===== src/rtl/memory_access_stage.sv =====
// Memory-access stage: one outstanding req/gnt/rvalid access, load align/extend, WB register.
// Optional: MEMORY_ACCESS_MISALIGN_TRAP_EN traps misaligned H/W accesses instead of aligning them.
module memory_access_stage #(
    parameter int XLEN       = 32,
    parameter int REG_ADDR_W = 5
) (
    input  logic                  clk,
    input  logic                  rst,
    input  logic                  ex_valid,
    input  logic                  ex_is_load,
    input  logic                  ex_is_store,
    input  logic [2:0]            ex_mem_op,
    input  logic [XLEN-1:0]       ex_alu_result,
    input  logic [XLEN-1:0]       ex_store_data,
    input  logic [REG_ADDR_W-1:0] ex_rd_addr,
    input  logic                  ex_rd_we,
    output logic                  dmem_req,
    output logic                  dmem_we,
    output logic [XLEN-1:0]       dmem_addr,
    output logic [3:0]            dmem_be,
    output logic [XLEN-1:0]       dmem_wdata,
    input  logic                  dmem_gnt,
    input  logic                  dmem_rvalid,
    input  logic [XLEN-1:0]       dmem_rdata,
    output logic                  stall,
    output logic [REG_ADDR_W-1:0] fwd_rd_addr,
    output logic                  fwd_rd_we,
    output logic                  fwd_data_pending,
    output logic                  wb_valid,
    output logic [REG_ADDR_W-1:0] wb_rd_addr,
    output logic                  wb_rd_we,
    output logic [XLEN-1:0]       wb_data,
    output logic                  wb_exc,
    output logic [3:0]            wb_exc_cause
);

    typedef enum logic [1:0] {IDLE, REQ, RESP} state_t;

    state_t          state, state_next;
    logic            is_mem;
    logic            misalign;
    logic            req_c;
    logic            stall_c;
    logic [1:0]      a;
    logic [1:0]      a_eff;
    logic [4:0]      shamt;
    logic [XLEN-1:0] shifted;
    logic [XLEN-1:0] load_data;
    logic [XLEN-1:0] wb_data_next;

    assign is_mem = ex_valid & (ex_is_load | ex_is_store);
    assign a      = ex_alu_result[1:0];

`ifdef MEMORY_ACCESS_MISALIGN_TRAP_EN
    assign misalign = is_mem &
                      (((ex_mem_op[1:0] == 2'b01) & a[0]) |
                       ((ex_mem_op[1:0] == 2'b10) & (a != 2'b00)));
`else
    assign misalign = 1'b0;
`endif

    // Halves and words are forced onto their natural boundary.
    always_comb begin
        a_eff = a;
        unique case (ex_mem_op[1:0])
            2'b01:   a_eff = {a[1], 1'b0};
            2'b10:   a_eff = 2'b00;
            default: a_eff = a;
        endcase
    end

    assign dmem_we   = ex_is_store;
    assign dmem_addr = {ex_alu_result[XLEN-1:2], 2'b00};

    always_comb begin
        dmem_be    = 4'b1111;
        dmem_wdata = ex_store_data;
        unique case (ex_mem_op[1:0])
            2'b00: begin
                dmem_be    = 4'b0001 << a_eff;
                dmem_wdata = {(XLEN/8){ex_store_data[7:0]}};
            end
            2'b01: begin
                dmem_be    = 4'b0011 << {a_eff[1], 1'b0};
                dmem_wdata = {(XLEN/16){ex_store_data[15:0]}};
            end
            default: begin
                dmem_be    = 4'b1111;
                dmem_wdata = ex_store_data;
            end
        endcase
    end

    assign shamt   = {a_eff, 3'b000};
    assign shifted = dmem_rdata >> shamt;

    always_comb begin
        load_data = shifted;
        unique case (ex_mem_op[1:0])
            2'b00:   load_data = {{(XLEN-8){shifted[7] & ~ex_mem_op[2]}}, shifted[7:0]};
            2'b01:   load_data = {{(XLEN-16){shifted[15] & ~ex_mem_op[2]}}, shifted[15:0]};
            default: load_data = shifted;
        endcase
    end

    always_comb begin
        state_next = state;
        req_c      = 1'b0;
        stall_c    = 1'b0;
        unique case (state)
            IDLE, REQ: begin
                if (is_mem && !misalign) begin
                    req_c = 1'b1;
                    if (dmem_gnt) begin
                        state_next = ex_is_load ? RESP : IDLE;
                        stall_c    = ex_is_load;
                    end else begin
                        state_next = REQ;
                        stall_c    = 1'b1;
                    end
                end else begin
                    state_next = IDLE;
                end
            end
            RESP: begin
                if (dmem_rvalid) state_next = IDLE;
                else             stall_c    = 1'b1;
            end
            default: state_next = IDLE;
        endcase
    end

    assign dmem_req = req_c & rst;
    assign stall    = stall_c & rst;

    assign fwd_rd_addr      = ex_rd_addr;
    assign fwd_rd_we        = ex_valid & ex_rd_we;
    assign fwd_data_pending = ex_valid & ex_is_load &
                              ~((state == RESP) & dmem_rvalid);

    assign wb_data_next = (state == RESP) ? load_data : ex_alu_result;

    always_ff @(posedge clk or negedge rst) begin
        if (!rst) begin
            state      <= IDLE;
            wb_valid   <= 1'b0;
            wb_rd_addr <= '0;
            wb_rd_we   <= 1'b0;
            wb_data    <= '0;
        end else begin
            state <= state_next;
            if (stall_c) begin
                wb_valid <= 1'b0;
                wb_rd_we <= 1'b0;
            end else begin
                wb_valid   <= ex_valid;
                wb_rd_addr <= ex_rd_addr;
                wb_rd_we   <= ex_valid & ex_rd_we & ~ex_is_store & ~misalign;
                wb_data    <= wb_data_next;
            end
        end
    end

`ifdef MEMORY_ACCESS_MISALIGN_TRAP_EN
    always_ff @(posedge clk or negedge rst) begin
        if (!rst) begin
            wb_exc       <= 1'b0;
            wb_exc_cause <= 4'd0;
        end else if (stall_c) begin
            wb_exc       <= 1'b0;
            wb_exc_cause <= 4'd0;
        end else begin
            wb_exc       <= misalign;
            wb_exc_cause <= misalign ? (ex_is_store ? 4'd6 : 4'd4) : 4'd0;
        end
    end
`else
    assign wb_exc       = 1'b0;
    assign wb_exc_cause = 4'd0;
`endif

endmodule


===== config.mk =====
export PLATFORM = sky130hd
export DESIGN_NAME = memory_access_stage
export DESIGN_NICKNAME = d
export VERILOG_FILES = /design/src/rtl/memory_access_stage.sv
export SDC_FILE = /design/constraint.sdc
export NUM_CORES = 1
export LEC_CHECK = 0
export ABC_AREA = 1
export CORE_UTILIZATION = 40
export DETAILED_ROUTE_END_ITERATION = 12
export GPL_TIMING_DRIVEN = 0
export PLACE_DENSITY = 0.95
export SYNTH_ARGS = -nofsm -noshare
export SYNTH_HDL_FRONTEND = slang
export SYNTH_SLANG_ARGS = --single-unit

===== constraint.sdc =====
create_clock -name clk -period 3.5 [get_ports clk]
set_input_delay 0.7 -clock clk [delete_from_list [all_inputs] [get_ports clk]]
set_output_delay 0.7 -clock clk [all_outputs]
set_load 0.005 [all_outputs]

---- Word-level counts from Yosys, hierarchy flattened ----
Index checks and enable logic that the tools add are counted.
word-level totals
  bits in registers ....................... 41
  input bits .............................. 112
  output and inout bits ................... 122
cells by class
  eq/ne operators ......................... 5
  shift-type cells ........................ 3
  multiplexer cells ....................... 18
  bitwise logic cells ..................... 14
  reduce and logical (&&, ||, !) cells .... 3
operators with widths
  kind                                              number
  case mux 32 bit (2 select lines)                  2
  two-way mux 32 bit                                1
  right shift 32 x 5 -> 32 bit                      1
  bitwise AND 1 bit                                 10
  two-way mux 2 bit                                 4
  case mux 2 bit (2 select lines)                   2
  case mux 4 bit (2 select lines)                   1
  two-way mux 1 bit                                 7
  == test 2 x 1 -> 1 bit (second input constant)    2
  == test 2 bit (second input constant)             2
  logical NOT 2 bit                                 2
  << shifter 1 x 2 -> 4 bit (first input constant)  1
  << shifter 2 x 2 -> 4 bit (first input constant)  1
  NOT 1 bit                                         3
  inequality test 2 bit (second input constant)     1
  case mux 1 bit (2 select lines)                   1
  OR reduction 2 bit                                1
  OR 1 bit                                          1

---- Longest topological paths before layout ----
  word-level depth ........................ 6
  mapped depth ............................ 13

---- Least setup slack after synthesis ----
OpenSTA, ideal clock, no wires.
  kind .................................... in2out
  start point ............................. in ex_mem_op[0]
  end point ............................... out dmem_be[3]
  data arrival time ....................... 1.827 ns
  required time ........................... 2.800 ns
  path slack .............................. 0.973 ns
  stages on the path ...................... 6
  buffers on the path ..................... 1
  cells stage by stage .................... inv_1 ha_1 inv_2 nand2_2 clkbuf_1 o311ai_0
between the ends
  word-level cells in the longest chain between the ends .. 4
  elaborated cells on any way between the ends .. 7
  classes of those cells .................. eq/ne (2); shift (2); mux (2); reduce/logical (1)
RTL lines
  item                                                                           line    RTL
  start: declaration                                                             12      input logic [2:0] ex_mem_op,
  == test 2 bit / == test 2 x 1 -> 1 bit (equally long branches)                 65, 78
  case mux 2 bit (2 select lines)                                                65      unique case (ex_mem_op[1:0])
  << shifter 2 x 2 -> 4 bit / << shifter 1 x 2 -> 4 bit (equally long branches)  84, 80
  case mux 4 bit (2 select lines) (*)                                            78      unique case (ex_mem_op[1:0])
  end: declaration                                                               20      output logic [3:0] dmem_be,
Mark *: on every way between the ends. The rest lies on a longest branch, timed or not.

---- Worst setup path after layout ----
  start point ............................. in ex_mem_op[0]
  end point ............................... out dmem_wdata[11]
between the ends
  word-level cells in the longest chain between the ends .. 2
  elaborated cells on any way between the ends .. 3
  classes of those cells .................. eq/ne (1); mux (1); reduce/logical (1)
RTL lines
  item                                                                line  RTL
  == test 2 x 1 -> 1 bit / logical NOT 2 bit (equally long branches)  78
  case mux 32 bit (2 select lines) (*)                                78
  end: declaration                                                    21    output logic [XLEN-1:0] dmem_wdata,
Marked as above.

==> impl_metrics.json <==
{
  "status": "finished, final reports clean",
  "viasPerCell": 4.86,
  "drive_above_1_share": 0.154,
  "track_usage": 0.289,
  "yosysUniqueCellTypes": 31,
  "die_w_um": 96.7,
  "hold_viol": 0,
  "first_iter_violations": 187,
  "htree_levels": 2,
  "rows": 34,
  "post-route-period-util": 0.983,
  "synth.most_common_cell": "nand2_1",
  "arrival_ns": 2.74,
  "drv_cap": 0,
  "synthFlopType": "dfrtp_1",
  "placed_area_sq_um": 6020,
  "max_freq_mhz": 291,
  "synth.top_cells.by_area": "dfrtp_1 29%, nand2_1 24%, buf_4 11%",
  "ys_async_sr_fraction": 1.00,
  "netlist_area_sq_um": 3580,
  "worst_pin_slew_ns": 0.547,
  "holdCritPathClass": "primary input to async pin",
  "dr.pass1.iters": 4,
  "total_power_mw": 1.86,
  "setup_violations": 0,
  "core-area_sq_um": 8680,
  "yosysTopAreaCell": "dfrtp_1",
  "rsz0062_at_grt": "yes",
  "fin_crit_ns": 3.44,
  "insertion_delay_ns": 0.29,
  "final_area_sq_um": 6190,
  "nets": 913,
  "antenna_found_initial": 0,
  "die_height_um": 96.7,
  "cts_inserted_buffers": 5,
  "ir_drop_mv": 0.329,
  "area_delta_synth_final_pct": 72.7,
  "drtAntennaViolNets": 0,
  "ios": 234,
  "seq_area_frac_synth": 0.286,
  "hold_buffers": 0,
  "cts_tree": "yes",
  "end_kind": "output pin",
  "required_ns": 2.80,
  "root_buffer": "clkbuf_8",
  "skew_ns": 0.00872,
  "synth-edff-count": 0,
  "hpwl_um": 11100,
  "clkTransAtPathRegs_ns": 0.08,
  "gp_congestion": 0.902,
  "drt-total-wl_um": 13600,
  "grt_max_degree": 26,
  "synth_commonest_cells": "225 x nand2_1, 56 x nor2_1, 52 x buf_4",
  "grt_pass1_vias": 4483,
  "grt_overflow": 0,
  "synthDominantCellAreaShare": 0.286,
  "vias": 4410,
  "portBuffers": 226,
  "ys_ff_latch": 41,
  "antenna_cells": 0,
  "initial_utilization": 0.413,
  "grt_pass1_wl_um": 22100,
  "cts_buffer_depth": 2,
  "syn_inst": 556,
  "p_per_area_nw_per_um2": 301,
  "ys_warn_count": 0,
  "avgSynthCellArea_sq_um": 6.45,
  "path_max_fanout": 10,
  "relSlewSlack": 0.635,
  "worstSetupPathType": "primary input to output pin",
  "leakagePower_nw": 2.94,
  "critPathLaunchType": "primary input",
  "drc_errors": 0,
  "slew_viol_final": 0,
  "cts.sinks": 41,
  "wire_per_inst_um": 15.0,
  "die_area_sq_um": 9340
}
==> critical path, cell delays in order <==
cell and delay, ns:
clkdlybuf4s50_1 0.50, inv_1 0.05, ha_1 0.20, inv_1 0.14, nor2_1 0.08, clkbuf_2 0.21, o21ai_0 0.29, clkdlybuf4s50_1 0.56
==> layer usage <==
metal  global-route usage  share of wire  up-vias
li1                     -              -     2195
met1                0.351           0.41     2022
met2                0.512           0.50      175
met3               0.0759          0.070       18
met4               0.0631          0.016        0
met5                    0              0        -
==> sequential cells by signal, summed over array words and instances, names as in the netlist <==
signal	count
wb_rd_we	1
state	2
wb_data	32
wb_rd_addr	5
wb_valid	1
==> power by group <==
part           switching (mW)  internal [mW]  total, mW
logic                   0.402          0.499      0.901
clock network           0.160          0.207      0.367
registers              0.0449          0.550      0.595
==> layout make-up <==
| type | instances | area (sq um) |
|---|---|---|
| tap | 108 | 135 |
| clock buffer | 5 | 68.8 |
| sequential | 41 | 1030 |
| fill | 721 | 2490 |
| inverter | 33 | 131 |
| multi-input combinational | 411 | 1960 |
| timing repair buffer | 231 | 2310 |
| buffer | 76 | 524 |
| clock inverter | 2 | 35.0 |
==> path summary, 6_finish.rpt <==
kind                                   start        endpoint  slack, ns  depth (start not counted)
worst max-delay path            ex_mem_op[0]  dmem_wdata[11]       0.06                          8
worst min-delay path                     rst   wb_rd_addr[0]       0.33                          1
worst max register to register      state[0]     wb_data[23]       1.66                          7
worst min register to register   wb_data[23]     wb_data[23]       0.49                          2
max in group asynchronous                rst      wb_data[6]       2.69                          2
min in group clk                 wb_data[23]     wb_data[23]       0.49                          2
==> metrics by stage <==
stage,TNS (ns),std cells,setup WS (ns),hold slack [ns],utilization
after global placement,-4.19,896,-0.675,0.460,0.692
after detailed placement,-3.77,897,-0.362,0.466,0.693
after floorplan,0,562,0.973,0.404,-
after global routing,-0.0370,907,-0.0336,0.348,0.713
final,0,907,0.0579,0.335,0.713
after CTS,0,905,0.0106,0.348,0.708
==> what timing repair did <==
action,4_1_cts,5_1_grt
setup endpoints to repair,14,19
pin swaps,1,0
gates resized for setup,9,10
buffers inserted,2,2
==> placed cells by master, fill, tap and decap left out, types with 11 or more instances in the layout <==
cell type,n
a21oi_1,14
buf_4,56
clkdlybuf4s50_1,223
dfrtp_1,41
inv_1,28
nand2_1,224
nand3_1,23
nand3_2,21
nor2_1,56
o21ai_0,11
o21ai_1,14
==> logic make-up after synthesis <==
kind of cell	synth area share
simple gates	0.427
fa+ha+maj	0.00698
other cells	0.00105
flops	0.286
buf+inv	0.181
compound gates	0.0978
Power figures use the tool's default switching activity.
